## src/rtl/alu_seq_if.sv

```systemverilog
// alu_seq_if: request/response bundle for the sequential ALU.
//   master (requester) : drives start, op, a, b; observes results/status.
//   slave  (ALU)       : observes start, op, a, b; drives result, result_hi,
//                        co, ovf, zero, busy, done.
interface alu_seq_if #(
  parameter int WIDTH = 32
);
  logic             start;
  logic [2:0]       op;
  logic [WIDTH-1:0] a;
  logic [WIDTH-1:0] b;
  logic [WIDTH-1:0] result;
  logic [WIDTH-1:0] result_hi;
  logic             co;
  logic             ovf;
  logic             zero;
  logic             busy;
  logic             done;

  modport master (
    output start, op, a, b,
    input  result, result_hi, co, ovf, zero, busy, done
  );

  modport slave (
    input  start, op, a, b,
    output result, result_hi, co, ovf, zero, busy, done
  );
endinterface

```

## src/rtl/alu_seq.sv

```systemverilog
// alu_seq: registered MIPS-style ALU (AND/OR/ADD/SUB/SLT/NOR) with a
// multi-cycle unsigned shift-add multiply (MULU).
//   clk  : rising-edge clock
//   rst  : synchronous active-high reset; clears outputs, aborts a multiply
//   bus  : alu_seq_if.slave
//          start/op/a/b    request, taken only while busy=0
//          result/result_hi/co/ovf/zero  registered result and flags
//          busy            multiply in progress
//          done            one-cycle pulse, result and flags valid
// Single-cycle ops finish with latency 1; MULU takes WIDTH cycles.
module alu_seq #(
  parameter int WIDTH = 32
) (
  input  logic       clk,
  input  logic       rst,
  alu_seq_if.slave   bus
);

  localparam int CNT_W = (WIDTH > 2) ? $clog2(WIDTH) : 1;

  localparam logic [2:0] OP_AND  = 3'b000;
  localparam logic [2:0] OP_OR   = 3'b001;
  localparam logic [2:0] OP_ADD  = 3'b010;
  localparam logic [2:0] OP_MULU = 3'b011;
  localparam logic [2:0] OP_NOR  = 3'b100;
  localparam logic [2:0] OP_SUB  = 3'b110;
  localparam logic [2:0] OP_SLT  = 3'b111;

  typedef enum logic {IDLE, MUL} state_t;

  // Signed overflow of x + y giving s, from the sign bits alone.
  function automatic logic add_ovf(input logic xm, input logic ym, input logic sm);
    return (xm == ym) && (sm != xm);
  endfunction

  state_t             state_q, state_d;
  logic [WIDTH-1:0]   result_q, result_d;
  logic [WIDTH-1:0]   result_hi_q, result_hi_d;
  logic               co_q, co_d;
  logic               ovf_q, ovf_d;
  logic               zero_q, zero_d;
  logic               busy_q, busy_d;
  logic               done_q, done_d;
  logic [WIDTH-1:0]   mcand_q, mcand_d;
  logic [2*WIDTH-1:0] prod_q, prod_d;
  logic [CNT_W-1:0]   cnt_q, cnt_d;

  logic [WIDTH:0]     add_sum, sub_sum, step_sum;
  logic               add_v, sub_v, slt;
  logic [WIDTH-1:0]   alu_res;
  logic               alu_co, alu_ovf;
  logic [2*WIDTH-1:0] prod_step;

  // Single-cycle datapath
  always_comb begin
    add_sum = {1'b0, bus.a} + {1'b0, bus.b};
    sub_sum = {1'b0, bus.a} + {1'b0, ~bus.b} + (WIDTH+1)'(1);
    add_v   = add_ovf(bus.a[WIDTH-1], bus.b[WIDTH-1], add_sum[WIDTH-1]);
    sub_v   = add_ovf(bus.a[WIDTH-1], ~bus.b[WIDTH-1], sub_sum[WIDTH-1]);
    // Sign of (a-b) corrected by overflow gives the true signed less-than.
    slt     = sub_sum[WIDTH-1] ^ sub_v;

    alu_res = '0;
    alu_co  = 1'b0;
    alu_ovf = 1'b0;
    case (bus.op)
      OP_AND: alu_res = bus.a & bus.b;
      OP_OR:  alu_res = bus.a | bus.b;
      OP_NOR: alu_res = ~(bus.a | bus.b);
      OP_ADD: begin
        alu_res = add_sum[WIDTH-1:0];
        alu_co  = add_sum[WIDTH];
        alu_ovf = add_v;
      end
      OP_SUB: begin
        alu_res = sub_sum[WIDTH-1:0];
        alu_co  = sub_sum[WIDTH];
        alu_ovf = sub_v;
      end
      OP_SLT:  alu_res = {{(WIDTH-1){1'b0}}, slt};
      default: alu_res = '0;
    endcase
  end

  // Multiply step: prod holds {partial high, remaining multiplier bits}.
  // Add the multiplicand into the high half when the multiplier LSB is set,
  // then shift the whole thing right, carry included.
  always_comb begin
    step_sum  = {1'b0, prod_q[2*WIDTH-1:WIDTH]} +
                (prod_q[0] ? {1'b0, mcand_q} : '0);
    prod_step = {step_sum, prod_q[WIDTH-1:1]};
  end

  // Next-state and output registers
  always_comb begin
    state_d     = state_q;
    result_d    = result_q;
    result_hi_d = result_hi_q;
    co_d        = co_q;
    ovf_d       = ovf_q;
    zero_d      = zero_q;
    busy_d      = busy_q;
    done_d      = 1'b0;
    mcand_d     = mcand_q;
    prod_d      = prod_q;
    cnt_d       = cnt_q;

    case (state_q)
      IDLE: begin
        if (bus.start) begin
          if (bus.op == OP_MULU) begin
            mcand_d = bus.a;
            prod_d  = {{WIDTH{1'b0}}, bus.b};
            cnt_d   = '0;
            busy_d  = 1'b1;
            state_d = MUL;
          end else begin
            result_d    = alu_res;
            result_hi_d = '0;
            co_d        = alu_co;
            ovf_d       = alu_ovf;
            zero_d      = (alu_res == '0);
            done_d      = 1'b1;
          end
        end
      end
      MUL: begin
        prod_d = prod_step;
        cnt_d  = cnt_q + CNT_W'(1);
        if (cnt_q == CNT_W'(WIDTH-1)) begin
          result_d    = prod_step[WIDTH-1:0];
          result_hi_d = prod_step[2*WIDTH-1:WIDTH];
          co_d        = 1'b0;
          ovf_d       = 1'b0;
          zero_d      = (prod_step == '0);
          done_d      = 1'b1;
          busy_d      = 1'b0;
          state_d     = IDLE;
        end
      end
      default: state_d = IDLE;
    endcase
  end

  always_ff @(posedge clk) begin
    if (rst) begin
      state_q     <= IDLE;
      result_q    <= '0;
      result_hi_q <= '0;
      co_q        <= 1'b0;
      ovf_q       <= 1'b0;
      zero_q      <= 1'b0;
      busy_q      <= 1'b0;
      done_q      <= 1'b0;
    end else begin
      state_q     <= state_d;
      result_q    <= result_d;
      result_hi_q <= result_hi_d;
      co_q        <= co_d;
      ovf_q       <= ovf_d;
      zero_q      <= zero_d;
      busy_q      <= busy_d;
      done_q      <= done_d;
    end
  end

  // Multiplier working registers are only meaningful in MUL, so no reset.
  always_ff @(posedge clk) begin
    mcand_q <= mcand_d;
    prod_q  <= prod_d;
    cnt_q   <= cnt_d;
  end

  assign bus.result    = result_q;
  assign bus.result_hi = result_hi_q;
  assign bus.co        = co_q;
  assign bus.ovf       = ovf_q;
  assign bus.zero      = zero_q;
  assign bus.busy      = busy_q;
  assign bus.done      = done_q;

endmodule

```

## src/flat_wrapper.sv

```systemverilog
// flat-port wrapper written by rule: the top's interface ports become plain ports
module alu_seq_flat 
#(
  parameter int WIDTH = 32
)
  (clk, rst, bus_start, bus_op, bus_a, bus_b, bus_result, bus_result_hi, bus_co, bus_ovf, bus_zero, bus_busy, bus_done);
  alu_seq_if #(.WIDTH(WIDTH)) bus_i ();
  input  logic clk;
  input  logic rst;
  input wire logic [$bits(bus_i.start)-1:0] bus_start;
  input wire logic [$bits(bus_i.op)-1:0] bus_op;
  input wire logic [$bits(bus_i.a)-1:0] bus_a;
  input wire logic [$bits(bus_i.b)-1:0] bus_b;
  output wire logic [$bits(bus_i.result)-1:0] bus_result;
  output wire logic [$bits(bus_i.result_hi)-1:0] bus_result_hi;
  output wire logic [$bits(bus_i.co)-1:0] bus_co;
  output wire logic [$bits(bus_i.ovf)-1:0] bus_ovf;
  output wire logic [$bits(bus_i.zero)-1:0] bus_zero;
  output wire logic [$bits(bus_i.busy)-1:0] bus_busy;
  output wire logic [$bits(bus_i.done)-1:0] bus_done;
  assign bus_i.start = bus_start;
  assign bus_i.op = bus_op;
  assign bus_i.a = bus_a;
  assign bus_i.b = bus_b;
  assign bus_result = bus_i.result;
  assign bus_result_hi = bus_i.result_hi;
  assign bus_co = bus_i.co;
  assign bus_ovf = bus_i.ovf;
  assign bus_zero = bus_i.zero;
  assign bus_busy = bus_i.busy;
  assign bus_done = bus_i.done;
  alu_seq #(.WIDTH(WIDTH)) u_core (.clk(clk), .rst(rst), .bus(bus_i));
endmodule
```

## config.mk

```make
export PLATFORM = sky130hd
export DESIGN_NAME = alu_seq_flat
export DESIGN_NICKNAME = d
export VERILOG_FILES = /design/src/rtl/alu_seq_if.sv /design/src/rtl/alu_seq.sv /design/src/flat_wrapper.sv
export SDC_FILE = /design/constraint.sdc
export NUM_CORES = 1
export LEC_CHECK = 0
export ABC_AREA = 1
export CAP_MARGIN = 20
export CORE_ASPECT_RATIO = 1.4
export CORE_MARGIN = 4
export CORE_UTILIZATION = 57
export CTS_CLUSTER_DIAMETER = 150
export DETAILED_ROUTE_END_ITERATION = 16
export PLACE_DENSITY = 0.9
export SLEW_MARGIN = 10
export SYNTH_ARGS = -nofsm -noshare
export SYNTH_HDL_FRONTEND = slang
export SYNTH_SLANG_ARGS = --single-unit
```

## constraint.sdc

```tcl
create_clock -name clk -period 7.2 [get_ports clk]
set_input_delay 0.72 -clock clk [delete_from_list [all_inputs] [get_ports clk]]
set_output_delay 0.72 -clock clk [all_outputs]
set_load 0.05 [all_outputs]
```

# Yosys cells after proc, flatten, opt, wreduce, memory -nomap -nowiden
# Cells that the tools add are included.
# Widths: inputs -> output; s select.
word_totals:
  word_cells: 87
  out_inout_bits: 69
  reg_bits: 171
  in_bits: 70
op_classes:
  addsub: 5
  n_reduce_logical: 9
  bitwise: 7
  n_mux: 40
  n_eq_ne: 15
ops:
  columns: ["cell", "count"]
  rows:
  - ["$mux 32", 7]
  - ["$pmux 32 s6", 1]
  - ["$mux 64", 2]
  - ["$pmux 32 s2", 2]
  - ["$pmux 64 s2", 1]
  - ["$add 32x32->33", 2]
  - ["$logic_not 64->1", 1]
  - ["$not 32->32", 2]
  - ["$add 32x33->33", 1]
  - ["$add 33x1->33 const B", 1]
  - ["$and 32x32->32", 1]
  - ["$logic_not 32->1", 1]
  - ["$or 32x32->32", 1]
  - ["$mux 1", 16]
  - ["$pmux 1 s2", 8]
  - ["$mux 5", 2]
  - ["$pmux 5 s2", 1]
  - ["$eq 3x3->1 const B", 3]
  - ["$reduce_and 3->1", 3]
  - ["$eq 3x2->1 const B", 2]
  - ["$ne 2x2->1 const B", 3]
  - ["$add 5x1->5 const B", 1]
  - ["$eq 5x5->1 const B", 1]
  - ["$eq 3x1->1 const B", 1]
  - ["8 further kinds", 12]

# Longest topological paths before layout
# Gate-level depths: netlist of the first run.
depth:
  ltp_word: 11
  depth_mapped: 25

# Least setup slack after synthesis of the first run
# Ideal clock, no wire load.
synth_timing:
  path_kind: "input port to flip-flop"
  startpoint: "input port bus_op[0]"
  endpoint: "register u_core.mcand_q[0], enable pin"
  t_arrival_ns: 3.991
  t_required_ns: 6.695
  setup_slack_ns: 2.704
  path_stages: 2
  setup_ns: 0.505
  path_cell_list: "inv_1 -> nor4_1"
synth_via:
  elab_chain_cells: 2
synth_rtl:
  columns: ["element", "line", "text"]
  rows:
  - ["start, declared", "flat_wrapper.sv:11", "input wire logic [$bits(bus_i.op)-1:0] bus_op;"]
  - ["$eq 3x2->1", "alu_seq.sv:111", "if (bus.op == OP_MULU) begin"]
  - ["$reduce_and 3->1 (no line)", null, null]
  - ["end signal, assigned", "alu_seq.sv:169", "mcand_q <= mcand_d;"]
  - ["end, declared", "alu_seq.sv:44", "logic [WIDTH-1:0] mcand_q, mcand_d;"]
# Every way passes these cells.
# A chain may end at the register's enable or synchronous reset.

# Final worst setup path of the first run
layout_timing:
  startpoint: "input port bus_a[20]"
  endpoint: "register u_core.zero_q (netlist: u_core.bus.zero)"
layout_via:
  elab_chain_cells: 10
  elab_cells_between_ends: 14
layout_rtl:
  columns: ["element", "line", "text"]
  rows:
  - ["start, declared", "flat_wrapper.sv:12", "input wire logic [$bits(bus_i.a)-1:0] bus_a;"]
  - ["$add 32x32->33", "alu_seq.sv:57", "sub_sum = {1'b0, bus.a} + {1'b0, ~bus.b} + (WIDTH+1)'(1);"]
  - ["$add 33x1->33", "alu_seq.sv:57", null]
  - ["$ne 1x1->1", "alu_seq.sv:33", "return (xm == ym) && (sm != xm);"]
  - ["$logic_and 1x1->1", "alu_seq.sv:33", null]
  - ["$xor 1x1->1", "alu_seq.sv:61", "slt = sub_sum[WIDTH-1] ^ sub_v;"]
  - ["$pmux 32 s6 (*)", "alu_seq.sv:66", "case (bus.op)"]
  - ["$logic_not 32->1 (*)", "alu_seq.sv:122", "zero_d = (alu_res == '0);"]
  - ["$mux 1 (*)", "alu_seq.sv:111", null]
  - ["$mux 1 (*)", "alu_seq.sv:110", "if (bus.start) begin"]
  - ["$pmux 1 s2 (*)", "alu_seq.sv:108", "case (state_q)"]
  - ["end signal, assigned", "alu_seq.sv:161", "zero_q <= zero_d;"]
  - ["end, declared", "alu_seq.sv:41", "logic zero_q, zero_d;"]
# Every way passes the cells marked *; elsewhere a longest branch is shown, timed or not. The select of a mux whose other input is x is not followed.

==> results of run 1 <==
[report_power, final]
part / internal, uW / switching (uW) / leakage, uW / total [uW]
Combinational: 276 / 642 / 0.00692 / 919
Clock: 527 / 413 / 0.000289 / 940
Sequential: 1080 / 26.4 / 0.00151 / 1110
[cell usage after synthesis]
cell type  count
nand2_1      764
buf_1         11
buf_2         17
and2_1         8
or4_1          2
or2_1          1
nand2_2        9
nand3b_4       1
nand3_2        2
o21ai_0      135
nor2_1       257
dfxtp_1       70
buf_4         10
o22ai_1        2
nor2_2         9
edfxtp_1     101
a31oi_1       32
nand3_1      168
xor2_1         8
inv_1        388
o21ai_1        2
nor2_4         3
o21bai_1       6
nor4_1        10
o31ai_1        1
nand3b_1       4
ha_1         141
nor3_1        22
a21oi_2        3
nand4_1       24
a21oi_1      120
or2_2          1
a221oi_1      23
xnor2_1       11
fa_1           3
inv_2          9
a22oi_1        1
nor3_2         2
clkbuf_1      35
[worst max-delay path: cells and delay by family]
kind / cells / cell delay (ns)
AO/OA/AOI/OAI: 2 / 0.66
buffers and inverters: 4 / 0.83
AND/OR/NAND/NOR: 12 / 1.42
adder cells (fa/ha/maj): 1 / 0.50
[layout make-up]
cell class | count | area share (%)
clock inverters | 14 | 0.869
multi-input cells | 1775 | 51.9
clock buffers | 18 | 2.50
inverters | 397 | 8.48
repair buffers | 150 | 8.49
well taps | 360 | 2.56
flip-flops and latches | 171 | 25.2
[metal layers]
metal	vias to the layer above	track usage [%]	routed length, um	part of all wire (%)
met5	-	0	0	0
met4	0	23.6	4150	7.1
met3	215	4.35	5130	8.8
met2	998	66.2	28500	49
met1	7539	44.5	20700	35
li1	7922	-	-	-
[stage by stage]
step	hold slack [ns]	cells	total power [uW]	instance area, sq um
after floorplan	0.535	2416	1700	15300
after global placement	0.450	2852	2000	17000
after detailed placement	0.454	2852	2010	17000
after CTS	0.464	2884	2940	17500
after global routing	0.482	2885	3080	17600
final	0.464	2885	2960	17600
[sequential cells by signal (all words and copies together), names as in the netlist]
register / flops
u_core.bus.busy: 1
u_core.bus.co: 1
u_core.bus.done: 1
u_core.bus.ovf: 1
u_core.bus.result: 32
u_core.bus.result_hi: 32
u_core.bus.zero: 1
u_core.cnt_q: 5
u_core.mcand_q: 32
u_core.prod_q: 64
u_core.state_q: 1
[worst min path at each step]
stage | start | endpoint | slack, ns | depth (start not counted)
after floorplan | u_core.prod_q[25] | u_core.prod_q[24] | 0.54 | 2
after global placement | u_core.bus.result_hi[19] | u_core.bus.result_hi[19] | 0.45 | 2
after detailed placement | u_core.bus.result_hi[12] | u_core.bus.result_hi[12] | 0.45 | 2
after CTS | u_core.bus.result_hi[12] | u_core.bus.result_hi[12] | 0.46 | 2
after global routing | u_core.bus.result_hi[12] | u_core.bus.result_hi[12] | 0.48 | 2
final | u_core.bus.result_hi[11] | u_core.bus.result_hi[11] | 0.46 | 2
[cells by family after synthesis]
logic type	count (synthesis)	synth area share [%]
AND/OR/NAND/NOR	1287	34.6
buffers and inverters	470	11.9
AO/OA/AOI/OAI	325	11.6
flip-flops	171	28.9
adder cells (fa/ha/maj)	144	11.9
XOR/XNOR	19	1.08
==> summary.md, run 1 <==
| Metric | Value |
|---|---|
| Synth cell types | `39` |
| Yosys warnings | `0` |
| Util after Layout | `66.7%` |
| Transition at the pin with the smallest max-transition slack | `1.04 ns` |
| Crit path time final | `3.76 ns` |
| P_leak | `0.00872 uW` |
| Most frequent cells in the layout | `764 x nand2_1, 387 x inv_1, 256 x nor2_1` |
| Critical Path End | `u_core.bus.zero` |
| Root Driver | `clkbuf_16` |
| Die ar. | `0.0296 sq mm` |
| Power Density | `169 mW/mm^2` |
| Detailed-router iteration count before antenna repair | `9` |
| Hold Path Class | `reg -> reg` |
| R2r startpoint | `u_core.prod_q[0]` |
| DRC Markers | `0` |
| CP Data Required Time | `7.58 ns` |
| Initial core utilization | `58.2%` |
| Setup TNS | `0 ns` |
| Sequential Area | `0.00444 sq mm` |
| Unrepaired setup endpoints after global routing | `false` |
| Synth Instances | `2416` |
| Post-CTS setup repair buffer count | `0` |
| Sequential share of the synthesized area | `28.9%` |
| Total Routing Usage GR | `38.1%` |
| Total CTS buffers | `17` |
| Worst path arrival time | `4.14 ns` |
| CTS Buffer Depth | `2` |
| Clock latency at the later pin of the worst-skew pair | `0.44 ns` |
| Cells on worst reg2reg path | `22` |
| Worst Setup Start Kind | `primary input` |
| First-pass GRT wire length | `87900 um` |
| Initial antenna violation count | `0` |
| Synth Area per Inst | `6.35 sq um` |
| Syn-to-layout area delta | `14.5%` |
| Final Wtd Congestion | `1.06` |
| Post-CTS Hold Fix Bufs | `0` |
| Vias | `16700` |
| Synthesis-stage register bit count | `171` |
| Vias/cell | `5.78` |
| Cts repair resizes | `0` |
| Final cycle utilization of the critical path | `52.3%` |
| Final HPWL DP | `46000 um` |
| Largest net degree at the start of global routing | `103` |
| Core area | `0.0264 sq mm` |
| Max stage delay on crit path | `0.58 ns` |
| CTS clk-pin slew, worst paths | `0.07 ns` |
| Fill cells | `2380` |
| Slew Viols, Final | `0` |
| Critical path's slowest cell | `clkdlybuf4s50_1` |
| Die H | `202 um` |
| # diodes | `0` |
| Status | `finished clean` |
| Clock sinks | `171` |
| Routed wire length | `58400 um` |
| CTS tree | `built` |
| Cells taking the most area after synthesis | `edfxtp_1 20%, nand2_1 19%, ha_1 11%` |
| Worst slack, placed | `3.06 ns` |
| Final Worst Setup Slack | `3.44 ns` |
| Reg-to-reg setup timing slack | `3.58 ns` |
| Yosys top cell area share | `19.8%` |
| Post-synth top area cell | `edfxtp_1` |
| CP startpoint | `bus_a[20]` |
| Antenna Nets Post-Route | `0` |
| Fin nets | `2726` |
| Relative max-transition margin | `30.7%` |
| Max_cap viols | `0` |
| Commonest non-fill, non-tap cell in the layout | `nand2_1` |
| First DRT Iteration DRCs | `1863` |
| Vias in the first global route | `16200` |
| Syn_nets | `2630` |
| Critical Path End Type | `flip-flop` |
| Max Clk Rate | `0.266 GHz` |
| Crit Path Category | `in -> reg` |
| H-tree lvl count | `4` |
| Die boundary width | `147 um` |
| Worst reg2reg path endpoint | `u_core.bus.zero` |
| Final setup vio count | `0` |
| Crit Path Max Fanout | `8` |
| Critical-path cell list | `clkdlybuf4s50_1 -> inv_1 -> ha_1 -> inv_1 -> nand2_1 -> nand2_1 -> a21oi_1 -> nand2_1 -> a21oi_1 -> nand3_1 -> nand3_1 -> nand3_1 -> nor2_1 -> nand3_1 -> nor2_1 -> nand2_1 -> nand3_1 -> nand2_1 -> inv_1` |
| Port Buffers | `138` |
| Final Skew | `0.0110 ns` |
| Routed wire length per instance | `20.2 um` |
| Layout cells sized above 1 | `3.49%` |
| Fin. Hold Viols | `0` |
| Peak supply drop | `0.176 mV` |
| Grt ovf | `0` |
| Area of the multi-input gates | `0.00911 sq mm` |
| Io pins | `139` |
| Row count | `70` |
| Post-Synthesis Cell Area | `0.0153 sq mm` |
Note: power is estimated with default switching activity, not from simulation.
==> inputs of run 2 (changes only) <==
- CORE_UTILIZATION: 57 -> 54
- clock period: 7.2 -> 3.4 ns (I/O delays scaled with it)
==> summary.md, run 2 (synthesis gave the netlist of run 1 again) <==
| Metric | Value |
|---|---|
| Slew Viols, Final | `0` |
| First-pass GRT wire length | `95400 um` |
| Initial antenna violation count | `0` |
| First DRT Iteration DRCs | `1854` |
| Transition at the pin with the smallest max-transition slack | `0.833 ns` |
| Power Density | `331 mW/mm^2` |
| CTS Buffer Depth | `2` |
| Util after Layout | `70.7%` |
| Layout cells sized above 1 | `13.2%` |
| Setup TNS | `0 ns` |
| Biggest register | `u_core.prod_q` |
| CP Data Required Time | `3.80 ns` |
| Worst slack, placed | `-0.128 ns` |
| Syn-to-layout area delta | `28.2%` |
| Final setup vio count | `0` |
| Clock latency at the later pin of the worst-skew pair | `0.45 ns` |
| Die H | `207 um` |
| Row count | `72` |
| Root Driver | `clkbuf_16` |
| P_leak | `0.0100 uW` |
| Routed wire length per instance | `20.0 um` |
| Final HPWL DP | `50900 um` |
| Antenna Nets Post-Route | `0` |
| Port Buffers | `138` |
| Post-CTS Hold Fix Bufs | `0` |
| CTS tree | `built` |
| Final Wtd Congestion | `1.07` |
| Status | `finished clean` |
| Final cycle utilization of the critical path | `94.7%` |
| Die ar. | `0.0312 sq mm` |
| Max_cap viols | `0` |
| Commonest non-fill, non-tap cell in the layout | `nand2_1` |
| Io pins | `139` |
| CTS clk-pin slew, worst paths | `0.06 ns` |
| Critical path's slowest cell | `edfxtp_1` |
| Vias | `18000` |
| H-tree lvl count | `4` |
| Total CTS buffers | `17` |
| Detailed-router iteration count before antenna repair | `8` |
| Total Routing Usage GR | `40.0%` |
| Fin. Hold Viols | `0` |
| Worst Setup Start Kind | `flip-flop` |
| Core area | `0.0278 sq mm` |
| Crit Path Category | `reg -> reg` |
| Max reg flops | `64` |
| Die boundary width | `150 um` |
| Grt ovf | `0` |
| Final Worst Setup Slack | `0.180 ns` |
| # diodes | `0` |
| Critical-path cell list | `buf_12 -> nand2_1 -> inv_1 -> ha_1 -> nand2_1 -> nor2_1 -> nand2_1 -> nand2_1 -> nand2_1 -> nand2_1 -> nand2_1 -> nand2_1 -> nand2_1 -> nand2_1 -> nand2_1 -> nor2_1 -> nand2_1 -> nor2_1 -> nand4_1 -> nand3_1 -> nand2_1 -> inv_1` |
| Final Skew | `0.00653 ns` |
| Crit path time final | `3.22 ns` |
| Max stage delay on crit path | `0.43 ns` |
| Relative max-transition margin | `44.2%` |
| Vias in the first global route | `17400` |
| Hold Path Class | `reg -> reg` |
| Critical Path End Type | `flip-flop` |
| Clock sinks | `171` |
| Max Clk Rate | `0.311 GHz` |
| Fin nets | `2995` |
| DRC Markers | `0` |
| Routed wire length | `63100 um` |
| Worst path arrival time | `3.62 ns` |
| Vias/cell | `5.69` |
| Initial core utilization | `55.1%` |
| Crit Path Max Fanout | `31` |
| Peak supply drop | `0.332 mV` |
| Post-CTS setup repair buffer count | `0` |
| Largest net degree at the start of global routing | `77` |
| Most frequent cells in the layout | `759 x nand2_1, 387 x inv_1, 274 x buf_4` |
| Crit path top cell by count | `nand2_1` |
| Fill cells | `2293` |
==> run 2: cell count changes in the layout (fill, tap and decap cells not counted), sizes merged <==
cell	delta
buf	+269
bufinv	-1
clkbuf	+1
clkinv	+6
clkinvlp	-1
inv	-6
==> run 2: area by class of cell <==
type	count	area [sq um]	share of cell area, %
clock buffer	19	433	2.20
clock inverter	12	98.8	0.502
inverter	397	1490	7.57
multi-input combinational	1775	9180	46.6
sequential	171	4440	22.5
tap	370	463	2.35
timing repair buffer	419	3580	18.2
==> run 2: path summary, 6_finish.rpt <==
path                            slack [ns]                startpoint                  endpoint  cells after the start
worst max-delay path                  0.18          u_core.prod_q[0]           u_core.bus.zero                     22
worst min-delay path                  0.46  u_core.bus.result_hi[12]  u_core.bus.result_hi[12]                      2
worst max register to register        0.18          u_core.prod_q[0]           u_core.bus.zero                     22
worst min register to register        0.46  u_core.bus.result_hi[12]  u_core.bus.result_hi[12]                      2
==> run 2: critical path, delay by kind of cell (launching register included) <==
| kind | cells | cell delay, ns |
|---|---|---|
| fa+ha+maj | 1 | 0.38 |
| buf+inv | 3 | 0.32 |
| flops | 1 | 0.43 |
| simple gates | 18 | 2.05 |
==> run 2: per-layer routing <==
layer  wire (um)  vias up  track usage [%]
li1            -     8450                -
met1       22900     8231             47.3
met2       30300     1034             67.2
met3        5190      297             5.90
met4        4820        0             24.8
met5           0        -                0
==> run 2: power by group <==
| part | internal, uW | switching (uW) | leakage (uW) |
|---|---|---|---|
| clock network | 996 | 828 | 0.000260 |
| logic | 883 | 1460 | 0.00824 |
| registers | 2280 | 56.2 | 0.00151 |
| total | 4160 | 2340 | 0.0100 |
==> run 2: repair_timing <==
item	4_1_cts	5_1_grt
resized for setup	1	20
endpoints found under the hold margin	0	0
pin swaps	0	3
endpoints found under the setup margin	1	1
==> run 2: per-stage QoR <==
step           std cells  cell area (sq um)  hold slack (ns)  power, uW
6_report            3163              19700            0.465       6510
3_3_place_gp        3132              19100            0.452       4590
5_1_grt             3163              19700            0.476       6760
3_5_place_dp        3132              19100            0.458       4640
2_1_floorplan       2416              15400            0.439       3600
4_1_cts             3163              19600            0.467       6420
